## src/rtl/mem_pipe.sv

```systemverilog
// Memory stage of an in-order pipeline. ALU results pass straight through.
// Loads either complete in the issue cycle or wait for the response, with a
// timeout. An orphaned response, left behind by a flush or a timeout, is
// dropped in DRAIN. Sub-word load data is extracted and sign/zero extended.
module mem_pipe #(
  parameter int XLEN         = 32,
  parameter int RF_AW        = 5,
  parameter int LOAD_TIMEOUT = 16
) (
  input  logic             clk,
  input  logic             rst,
  input  logic             ex2mem_valid,
  input  logic             ex2mem_reg_wen,
  input  logic [RF_AW-1:0] ex2mem_reg_waddr,
  input  logic [XLEN-1:0]  ex2mem_alu_out,
  input  logic             ex2mem_mem_rd,
  input  logic [2:0]       ex2mem_ld_type,
  input  logic             ex2mem_ill_instr,
  input  logic             mem_flush,
  input  logic             lsu_rvalid,
  input  logic [XLEN-1:0]  lsu_rdata,
  output logic             mem_stall,
  output logic             mem2wb_valid,
  output logic             mem2wb_reg_wen,
  output logic             mem2wb_ill_instr,
  output logic             mem2wb_ld_fault,
  output logic [RF_AW-1:0] mem2wb_reg_waddr,
  output logic [XLEN-1:0]  mem2wb_reg_wdata,
  output logic             mem_fwd_wen,
  output logic [RF_AW-1:0] mem_fwd_addr,
  output logic [XLEN-1:0]  mem_fwd_data
);

  typedef enum logic [1:0] {
    S_IDLE  = 2'd0,
    S_WAIT  = 2'd1,
    S_DRAIN = 2'd2
  } state_t;

  // Last WAIT count before the load is declared faulted.
  localparam logic [7:0] CNT_LAST = 8'(LOAD_TIMEOUT - 1);

  state_t          state_q, state_d;
  logic [7:0]      cnt_q, cnt_d;
  logic            stall;
  logic            retire;
  logic            ret_fault;
  logic            ret_load;
  logic [XLEN-1:0] load_data;

  // Select the addressed byte/half of the word and extend it; reserved
  // funct3 codes behave as LW.
  function automatic logic [XLEN-1:0] extend_load(input logic [2:0]      ld_type,
                                                  input logic [1:0]      addr_lo,
                                                  input logic [XLEN-1:0] rdata);
    logic [7:0]  b;
    logic [15:0] h;
    b = rdata[8*addr_lo +: 8];
    h = rdata[16*addr_lo[1] +: 16];
    case (ld_type)
      3'b000:  extend_load = {{(XLEN-8){b[7]}}, b};
      3'b001:  extend_load = {{(XLEN-16){h[15]}}, h};
      3'b100:  extend_load = {{(XLEN-8){1'b0}}, b};
      3'b101:  extend_load = {{(XLEN-16){1'b0}}, h};
      default: extend_load = rdata;
    endcase
  endfunction

  assign load_data = extend_load(ex2mem_ld_type, ex2mem_alu_out[1:0], lsu_rdata);

  // Forwarding of the in-flight ALU result (loads are not forwardable here).
  assign mem_fwd_wen  = ex2mem_valid & ex2mem_reg_wen & ~ex2mem_mem_rd & ~mem_flush;
  assign mem_fwd_addr = ex2mem_reg_waddr;
  assign mem_fwd_data = ex2mem_alu_out;

  // The stall is forced low while reset is asserted so EX/MEM never freezes.
  assign mem_stall = stall & ~rst;

  // Next-state, timeout counter, stall and retire decisions.
  always_comb begin
    // NOTE: every output of this block gets a default first, so no path
    // through the case statement can leave a signal unassigned (no latches).
    state_d   = state_q;
    cnt_d     = cnt_q;
    stall     = 1'b0;
    retire    = 1'b0;
    ret_fault = 1'b0;
    ret_load  = 1'b0;
    case (state_q)
      S_IDLE: begin
        if (ex2mem_valid) begin
          if (mem_flush) begin
            // A killed load without its response still has one in flight.
            if (ex2mem_mem_rd && !lsu_rvalid) state_d = S_DRAIN;
          end else if (!ex2mem_mem_rd) begin
            retire = 1'b1;
          end else if (lsu_rvalid) begin
            retire   = 1'b1;
            ret_load = 1'b1;
          end else begin
            stall   = 1'b1;
            state_d = S_WAIT;
            cnt_d   = '0;
          end
        end
      end
      S_WAIT: begin
        // Flush wins over both completion and timeout.
        if (mem_flush) begin
          state_d = lsu_rvalid ? S_IDLE : S_DRAIN;
        end else if (lsu_rvalid) begin
          retire   = 1'b1;
          ret_load = 1'b1;
          state_d  = S_IDLE;
        end else if (cnt_q == CNT_LAST) begin
          retire    = 1'b1;
          ret_fault = 1'b1;
          state_d   = S_DRAIN;
        end else begin
          stall = 1'b1;
          cnt_d = cnt_q + 8'd1;
        end
      end
      S_DRAIN: begin
        if (lsu_rvalid) state_d = S_IDLE;
        // Loads wait for IDLE; other instructions flow through normally.
        if (ex2mem_valid && ex2mem_mem_rd) begin
          stall = 1'b1;
        end else if (ex2mem_valid && !mem_flush) begin
          retire = 1'b1;
        end
      end
      default: state_d = S_IDLE;
    endcase
  end

  // State register and MEM/WB pipeline register; waddr/wdata hold when idle.
  always_ff @(posedge clk) begin
    // NOTE: sequential state uses non-blocking assignments so every register
    // samples pre-edge values regardless of statement order.
    if (rst) begin
      state_q          <= S_IDLE;
      cnt_q            <= '0;
      mem2wb_valid     <= 1'b0;
      mem2wb_reg_wen   <= 1'b0;
      mem2wb_ill_instr <= 1'b0;
      mem2wb_ld_fault  <= 1'b0;
      mem2wb_reg_waddr <= '0;
      mem2wb_reg_wdata <= '0;
    end else begin
      state_q          <= state_d;
      cnt_q            <= cnt_d;
      mem2wb_valid     <= retire;
      mem2wb_reg_wen   <= retire & ~ret_fault & ex2mem_reg_wen;
      mem2wb_ill_instr <= retire & ex2mem_ill_instr;
      mem2wb_ld_fault  <= ret_fault;
      if (retire) begin
        mem2wb_reg_waddr <= ex2mem_reg_waddr;
        // A faulted load has no data; the previous write data is kept.
        if (!ret_fault) mem2wb_reg_wdata <= ret_load ? load_data : ex2mem_alu_out;
      end
    end
  end

endmodule

```

## config.mk

```make
export PLATFORM = sky130hd
export DESIGN_NAME = mem_pipe
export DESIGN_NICKNAME = d
export VERILOG_FILES = /design/src/rtl/mem_pipe.sv
export SDC_FILE = /design/constraint.sdc
export NUM_CORES = 1
export LEC_CHECK = 0
export CAP_MARGIN = 20
export CORE_MARGIN = 2
export CORE_UTILIZATION = 25
export CTS_CLUSTER_DIAMETER = 200
export CTS_CLUSTER_SIZE = 8
export DETAILED_ROUTE_END_ITERATION = 10
export PLACE_DENSITY = 0.55
export RECOVER_POWER = 100
export SLEW_MARGIN = 10
export SYNTH_ARGS = -nofsm -noshare
export SYNTH_HDL_FRONTEND = slang
export SYNTH_SLANG_ARGS = --single-unit
```

## constraint.sdc

```tcl
create_clock -name clk -period 4.2 [get_ports clk]
set_clock_uncertainty 0.2 [all_clocks]
set_input_delay 0.84 -clock clk [delete_from_list [all_inputs] [get_ports clk]]
set_output_delay 0.84 -clock clk [all_outputs]
set_load 0.02 [all_outputs]
```

==> results of run 1 <==
[cells by family after synthesis]
group	count (synthesis)	synth area share [%]
muxes	13	4.74
buffers and inverters	74	13.9
xor gates and xnor gates	4	1.07
DFF	51	31.2
and+or+nand+nor	131	19.9
AOI/OAI and AO/OA	110	28.8
adders and majority gates	1	0.382
[path summary, 6_finish.rpt]
check                                         from  depth (start not counted)  slack, ns                          endpoint
setup / recovery                         mem_flush                          6       0.17                         mem_stall
hold / removal    mem2wb_reg_wdata[1]$_SDFFE_PP0P_                          2       0.27  mem2wb_reg_wdata[1]$_SDFFE_PP0P_
setup reg to reg             cnt_q[4]$_SDFFE_PP0P_                          6       1.32  mem2wb_reg_wdata[2]$_SDFFE_PP0P_
hold reg to reg   mem2wb_reg_wdata[1]$_SDFFE_PP0P_                          2       0.27  mem2wb_reg_wdata[1]$_SDFFE_PP0P_
[power by group]
| group | internal [mW] | switching (mW) | total, mW | leakage, nW |
|---|---|---|---|---|
| registers | 0.504 | 0.0105 | 0.515 | 0.416 |
| clock network | 0.218 | 0.185 | 0.403 | 0.0696 |
| logic | 0.169 | 0.172 | 0.341 | 1.34 |
| total | 0.891 | 0.367 | 1.26 | 1.83 |
[per-layer routing]
layer	vias up	track usage [%]	part of all wire [%]
met3	15	5.94	9.7
met5	-	0	0
met4	0	3.79	2.0
met1	1518	20.8	45
li1	1577	-	-
met2	152	24.6	43
[through the flow]
step                std cells  total power, mW  util [%]  setup slack, ns
finish                    661             1.26      37.0            0.172
global route              661             1.33      37.0           0.0843
global placement          654            0.892      37.0            0.206
CTS                       661             1.30      38.1            0.181
detailed placement        654            0.895      37.0            0.182
floorplan                 384            0.724         -            0.863
[synthesized netlist by cell type, drive strengths merged, types with 2 or more instances]
cell type  instances
a22o              10
nor2b              3
clkbuf            23
or4                2
a21oi             32
o21ai              3
or4b               2
o221ai             6
nand3              7
a311oi             6
a221oi             7
nor3               4
or3                2
and2               2
o31a               6
buf               48
o32ai             22
o22ai              6
nand2b            28
dfxtp             51
nand2             21
mux2i             11
inv                3
a21o               4
and3b              2
xnor2              4
nor2              53
mux4               2
[sequential cells by signal, indices dropped and copies added, names as in the netlist]
register and flops:
mem2wb_valid 1, state_q 2, mem2wb_reg_wdata 32, cnt_q 8
mem2wb_ill_instr 1, mem2wb_reg_waddr 5, mem2wb_ld_fault 1, mem2wb_reg_wen 1
[cell type report]
cell class	instances	share of cell area, %
multi-input combinational	259	35.5
timing repair buffer	169	35.1
sequential	51	21.7
tap	172	4.57
clock buffer	5	2.66
clock inverter	2	0.292
inverter	3	0.239
[worst max-delay path, stage by stage]
cell and delay (ns):
clkdlybuf4s50_1 0.42, or4b_1 0.53, o21bai_1 0.23, and2_4 0.22, a21oi_1 0.13, clkdlybuf4s50_1 0.62
==> metrics.txt, run 1 <==
status=finished, final reports clean; final hold vios=0; sequential share of the synthesized area=31.2%; Worst setup EP type=output pin; final number of setup-violating endpoints=0; final period utilization=95.9%; register area=1020 sq um; Fin Setup TNS=0 ns; row cnt=41; IR drop worst, VDD=0.128 mV; Synth area leader=dfxtp_1; post-detailed-route wirelength per cell=17.3 um; Distinct cells, synth=47; max_slew headroom=39.4%; nets=570; cell area after layout=4710 sq um; unrepaired setup endpoints after global routing=false; Mapped Area=3270 sq um; warnings from Yosys=0; largest net degree at the start of global routing=46; Initial Utilization=25.7%; placed cell area=4710 sq um; Core Area=12700 sq um; worst hold path class=flop to flop; TritonCTS clock tree=yes; synthesized net count=465; fill cell count=1397; GPL Wtd Cong=0.833; ys flop type=dfxtp_1; post-route minimum period=4.03 ns; Peak Freq=248 MHz; Resize count post-CTS=0; number of global-route vias before repair=3355; Detailed Route WL=11400 um; syn avg cell area=8.52 sq um; GRT Overall Usage=15.8%; Pleak=1.83 nW; area occupied by multi-input gates=1670 sq um; drt pass-1 iters=4; worst skew pair latency=0.28 ns; Hold Worst Slack=0.274 ns; grt ovf=0; first-pass GRT wire length=17900 um; Least-Margin Pin Slew=0.909 ns; clock tree buffer depth=2; post-synthesis instance total=384; number of flops mapped to enable cells by yosys=0; ys async rst share=0%; Area Growth Syn to Fin=43.9%; post-route ant nets=0; startpoint types=input pin; Initial DRC Count=105; synth top area cells=dfxtp_1, buf_4, o32ai_2; Die W=118 um; Post-CTS Setup Bufs=0; clk slew on worst S/H paths=0.07 ns; share of layout cells above drive strength 1=4.50%; DR vias=3262; Req. time, crit path=3.16 ns; crit path max fanout=9; IO Pins=160; # diodes=0; PortBufs=159; Synth top area share=31.2%; drc violations=0; H-Tree Level Count=2; critical setup path kind=input pin to output pin; CTS sink cnt=51; worst path arrival time=2.99 ns; die area=14000 sq um; hold_buf cts=0; register bit total from synthesis=51; Pwr Density=267 nW/um^2; dpl hpwl=8510 um; max-slew violations=0; max-cap check violation count=0; via/cell ratio=4.93; commonest cells after routing, fill and taps aside=clkdlybuf4s50_1, dlygate4sd3_1, nor2_1; root buffer cell=clkbuf_16; Die Ht=118 um; Num CTS Buffers=5; initial antenna violation count=0
No activity file was read; power rests on OpenSTA's default activity.
==> inputs of run 2 (changes only) <==
--- a/config.mk
+++ b/config.mk
@@ -6,11 +6,12 @@
 export NUM_CORES = 1
 export LEC_CHECK = 0
 export CAP_MARGIN = 20
-export CORE_MARGIN = 2
+export CORE_MARGIN = 4
 export CORE_UTILIZATION = 25
 export CTS_CLUSTER_DIAMETER = 200
 export CTS_CLUSTER_SIZE = 8
 export DETAILED_ROUTE_END_ITERATION = 10
+export GPL_ROUTABILITY_DRIVEN = 0
 export PLACE_DENSITY = 0.55
 export RECOVER_POWER = 100
 export SLEW_MARGIN = 10
==> run 2 against run 1 <==
Compared with the run above: sequential cell count unchanged; cell area grew 1.0%; clock power increased by 18%; hold slack better by 0.013 ns; non-clock buffer count rose by 2; via count decreased by 0.40%; fmax grew 0.41%; critical endpoint unchanged; largest cell class unchanged; highest routed layer is now met5.
==> metrics.txt, run 2 (synthesis results as in run 1) <==
clk slew on worst S/H paths=0.07 ns (about the same); CTS sink cnt=51 (unchanged); initial antenna violation count=1 (+1); Pleak=1.85 nW (+1.1%); H-Tree Level Count=2 (unchanged); Req. time, crit path=3.16 ns (about the same); final period utilization=95.5% (-0.39 points); die area=15000 sq um (+6.9%); post-route minimum period=4.01 ns (-0.0164 ns); Cells after DPL=656 (+0.31%); commonest cells after routing, fill and taps aside=clkdlybuf4s50_1, dlygate4sd3_1, nor2_1; DR vias=3249 (-0.40%); Die W=122 um (+3.4%); TritonCTS clock tree=yes; first-pass GRT wire length=17700 um (-1.0%); unrepaired setup endpoints after global routing=false; final number of setup-violating endpoints=0 (unchanged); IO Pins=160 (unchanged); area occupied by multi-input gates=1670 sq um (unchanged); GRT Overall Usage=15.0% (-0.83 points); row cnt=41 (unchanged); grt ovf=0 (unchanged); max_slew headroom=42.4% (+3.1 points); startpoint types=input pin; max-slew violations=0 (unchanged); Area Growth Syn to Fin=45.4%; crit path max fanout=9 (unchanged); Pwr Density=280 nW/um^2 (+4.9%); Peak Freq=249 MHz (+0.41%); hold_buf cts=0 (unchanged); IR drop worst, VDD=0.141 mV (+11%); status=finished, final reports clean; post-detailed-route wirelength per cell=17.4 um (+0.83%); worst hold path class=flop to flop; Largest register FFs=32 (unchanged); critical setup path kind=input pin to output pin; worst skew pair latency=0.30 ns (+0.02 ns); Least-Margin Pin Slew=0.864 ns (-0.0459 ns); drt pass-1 iters=5 (+1); Initial DRC Count=109 (+3.8%); register area=1020 sq um (unchanged); Detailed Route WL=11600 um (+1.3%); nets=572 (+0.35%); PortBufs=159 (unchanged); dpl hpwl=8780 um (+3.1%); Core Area=12700 sq um (unchanged); Post-CTS Setup Bufs=0 (unchanged); max-cap check violation count=0 (unchanged); post-route ant nets=0 (unchanged); Largest Register=mem2wb_reg_wdata; clock tree buffer depth=2 (unchanged); root buffer cell=clkbuf_16; Initial Utilization=25.7% (unchanged); Num CTS Buffers=5 (unchanged); number of global-route vias before repair=3321 (-1.0%); Worst setup EP type=output pin; largest net degree at the start of global routing=46 (unchanged); fill cell count=1367 (-2.1%); drc violations=0 (unchanged); via/cell ratio=4.89 (-0.85%); Resize count post-CTS=0 (unchanged); # diodes=0 (unchanged); Fin Setup TNS=0 ns (unchanged); fin cells=664 (+0.45%); worst path arrival time=2.97 ns (-0.02 ns); final hold vios=0 (unchanged); largest registers=mem2wb_reg_wdata x32, cnt_q x8, mem2wb_reg_waddr x5; Die Ht=122 um (+3.4%); share of layout cells above drive strength 1=5.08% (+0.58 points); r2r setup slk=1.34 ns (+0.02 ns)
## run 2: metal layers
| metal | up-vias | routed length [um] | global-route usage, % |
|---|---|---|---|
| met2 | 138 | 5090 | 23.4 |
| met4 | 2 | 210 | 4.41 |
| met3 | 19 | 1130 | 4.98 |
| met1 | 1513 | 5130 | 19.7 |
| met5 | - | 8 | 0 |
| li1 | 1577 | - | - |
## run 2: power by group
part	total, mW	internal, mW	switching [mW]
Sequential	0.515	0.504	0.0109
Combinational	0.342	0.170	0.172
Clock	0.476	0.284	0.193
## run 2: final timing paths
check                                                  startpoint                                 to  cells past startpoint
worst max-delay path                                    mem_flush                          mem_stall                      6
worst min-delay path            mem2wb_reg_wdata[21]$_SDFFE_PP0P_  mem2wb_reg_wdata[21]$_SDFFE_PP0P_                      2
worst max register to register              cnt_q[4]$_SDFFE_PP0P_   mem2wb_reg_wdata[5]$_SDFFE_PP0P_                      6
worst min register to register  mem2wb_reg_wdata[21]$_SDFFE_PP0P_  mem2wb_reg_wdata[21]$_SDFFE_PP0P_                      2
## run 2: critical path, stage by stage
cell and delay, ns:
clkdlybuf4s50_1 0.42, or4b_1 0.52, o21bai_1 0.22, and2_4 0.22, a21oi_1 0.13, clkdlybuf4s50_1 0.62
## run 2: metrics by stage
step           worst slack (ns)  power, mW  util (%)  cell area (sq um)  hold slack [ns]
2_1_floorplan             0.863      0.724         -               3270            0.249
4_1_cts                   0.173       1.38      38.5               4900            0.291
5_1_grt                   0.103       1.40      37.4               4760            0.310
6_report                  0.189       1.33      37.4               4760            0.287
3_3_place_gp              0.193      0.895      37.2               4730            0.272
3_5_place_dp              0.189      0.898      37.2               4730            0.274
## run 2: layout make-up
cell class,instances,area share [%]
clock inverter,3,0.973
inverter,3,0.237
multi-input combinational,259,35.2
clock buffer,5,2.63
timing repair buffer,171,35.0
tap,172,4.52
sequential,51,21.5
==> inputs of run 3 (changes only) <==
--- a/config.mk
+++ b/config.mk
@@ -6,9 +6,9 @@
 export NUM_CORES = 1
 export LEC_CHECK = 0
 export CAP_MARGIN = 20
-export CORE_MARGIN = 4
+export CORE_MARGIN = 5
 export CORE_UTILIZATION = 25
-export CTS_CLUSTER_DIAMETER = 200
+export CTS_CLUSTER_DIAMETER = 40
 export CTS_CLUSTER_SIZE = 8
 export DETAILED_ROUTE_END_ITERATION = 10
 export GPL_ROUTABILITY_DRIVEN = 0
==> run 3 against run 2 <==
Compared with the run above: hold slack barely moved; routed wire length up 1.9%; critical path depth did not move; count of clock-buffer cells in the layout rose by 1; first-iteration DRC count increased by 24%; setup slack got worse by 0.039 ns; cell area is 0.53% higher; sequential power barely moved.
==> metrics.txt, run 3 (synthesis results as in run 1) <==
status=finished, final reports clean; Detailed Route WL=11800 um (+1.9%); root buffer cell=clkbuf_16; max_slew headroom=41.8% (-0.60 points); Cells after DPL=657 (+0.15%); CP most frequent cell=clkdlybuf4s50_1; startpoint types=input pin; first-pass GRT wire length=19200 um (+8.2%); post-detailed-route wirelength per cell=17.7 um (+1.7%); via/cell ratio=4.88 (-0.24%); Least-Margin Pin Slew=0.873 ns (+0.00906 ns); Setup WS pre-CTS=0.176 ns (-0.0136 ns); Initial Utilization=25.7% (unchanged); Largest Register=mem2wb_reg_wdata; Resize count post-CTS=0 (unchanged); WP buf/inv=2 (unchanged); CP top delay family=buffers and inverters; worst skew pair latency=0.29 ns (about the same); CP Cell Sequence=clkdlybuf4s50_1 -> or4b_1 -> o21bai_1 -> and2_4 -> a21oi_1 -> clkdlybuf4s50_1; power after layout=1.38 mW (+3.7%); Die W=124 um (+1.6%); nets=573 (+0.17%); drc violations=0 (unchanged); fill cell count=1361 (-0.44%); PortBufs=159 (unchanged); Post-CTS Setup Bufs=0 (unchanged); TritonCTS clock tree=yes; Peak Freq=247 MHz (-0.96%); number of global-route vias before repair=3441 (+3.6%); worst path arrival time=3.01 ns (+0.04 ns); clk slew on worst S/H paths=0.07 ns (about the same); post-route ant nets=0 (unchanged); commonest cells after routing, fill and taps aside=clkdlybuf4s50_1, dlygate4sd3_1, nor2_1; drt pass-1 iters=4 (-1); GRT Overall Usage=15.1% (+0.12 points); Hold Worst Slack=0.287 ns (-0.000305 ns); Pwr Density=289 nW/um^2 (+3.2%); max-cap check violation count=0 (unchanged); IO Pins=160 (unchanged); largest registers=mem2wb_reg_wdata x32, cnt_q x8, mem2wb_reg_waddr x5; Req. time, crit path=3.16 ns (about the same); share of layout cells above drive strength 1=5.07% (-0.010 points); Fin Setup TNS=0 ns (unchanged); DR vias=3246 (-0.092%); Initial DRC Count=135 (+24%); post-route minimum period=4.05 ns (+0.0390 ns); crit path max fanout=9 (unchanged); row cnt=41 (unchanged); fin cells=665 (+0.15%); initial antenna violation count=0 (-1); Worst setup EP type=output pin; max-slew violations=0 (unchanged); Core Area=12700 sq um (unchanged); die area=15500 sq um (+3.3%); dpl hpwl=9070 um (+3.3%); Largest register FFs=32 (unchanged); # diodes=0 (unchanged); CTS sink cnt=51 (unchanged); worst hold path class=flop to flop; critical setup path kind=input pin to output pin; clock tree buffer depth=2 (unchanged); Die Ht=124 um (+1.6%); largest net degree at the start of global routing=46 (unchanged); critical path's slowest cell=clkdlybuf4s50_1; r2r setup slk=1.35 ns (about the same); grt ovf=0 (unchanged); final period utilization=96.4% (+0.93 points); unrepaired setup endpoints after global routing=false; final hold vios=0 (unchanged); Pleak=1.86 nW (+0.84%); max incr delay on CP=0.63 ns (about the same); hold_buf cts=0 (unchanged); final number of setup-violating endpoints=0 (unchanged); IR drop worst, VDD=0.158 mV (+12%); Area Growth Syn to Fin=46.1%; worst setup margin=0.150 ns (-0.0390 ns); Num CTS Buffers=5 (unchanged); H-Tree Level Count=2 (unchanged)
==> run 3: cell types whose count changed in the layout (fill, tap and decap cells not counted), sizes merged <==
cell and delta:
buf +1, bufinv +1, clkbuf +1, clkinvlp -1, inv -1
==> run 3: worst min-delay path: cells and delay by family, from the launching register on <==
kind | cells | cell delay [ns]
AND/OR/NAND/NOR | 1 | 0.06
flip-flops | 1 | 0.33
AO/OA/AOI/OAI | 1 | 0.05
==> run 3: worst paths after layout <==
kind | depth (start not counted) | to | startpoint
hold reg to reg | 2 | cnt_q[1]$_SDFFE_PP0P_ | cnt_q[1]$_SDFFE_PP0P_
hold / removal | 2 | cnt_q[1]$_SDFFE_PP0P_ | cnt_q[1]$_SDFFE_PP0P_
setup / recovery | 6 | mem_stall | mem_flush
setup reg to reg | 7 | mem2wb_reg_wdata[1]$_SDFFE_PP0P_ | state_q[1]$_SDFFE_PP0P_
==> run 3: layout make-up <==
class / count / area [sq um] / share of cell area (%)
Timing Repair Buffer: 172 / 1670 / 35.0
Multi-Input combinational cell: 259 / 1670 / 35.0
Sequential cell: 51 / 1020 / 21.3
Tap cell: 172 / 215 / 4.50
Clock buffer: 6 / 129 / 2.69
Clock inverter: 2 / 60.1 / 1.26
Inverter: 3 / 11.3 / 0.235
==> run 3: routing by layer <==
metal	global-route usage, %	vias up	routed length [um]
met3	5.87	13	968
li1	-	1577	-
met4	3.74	0	170
met1	19.2	1521	5390
met2	24.1	135	5250
met5	0	-	0
==> run 3: where the power goes <==
group | switching, mW | total (mW) | internal, mW
Clock | 0.183 | 0.525 | 0.342
Sequential | 0.0106 | 0.515 | 0.504
Combinational | 0.173 | 0.343 | 0.170
==> run 3: metrics by stage <==
step	area, sq um	utilization (%)
after floorplan	3270	-
after global placement	4740	37.2
after detailed placement	4740	37.2
after CTS	4920	38.7
after global routing	4780	37.6
final	4780	37.6
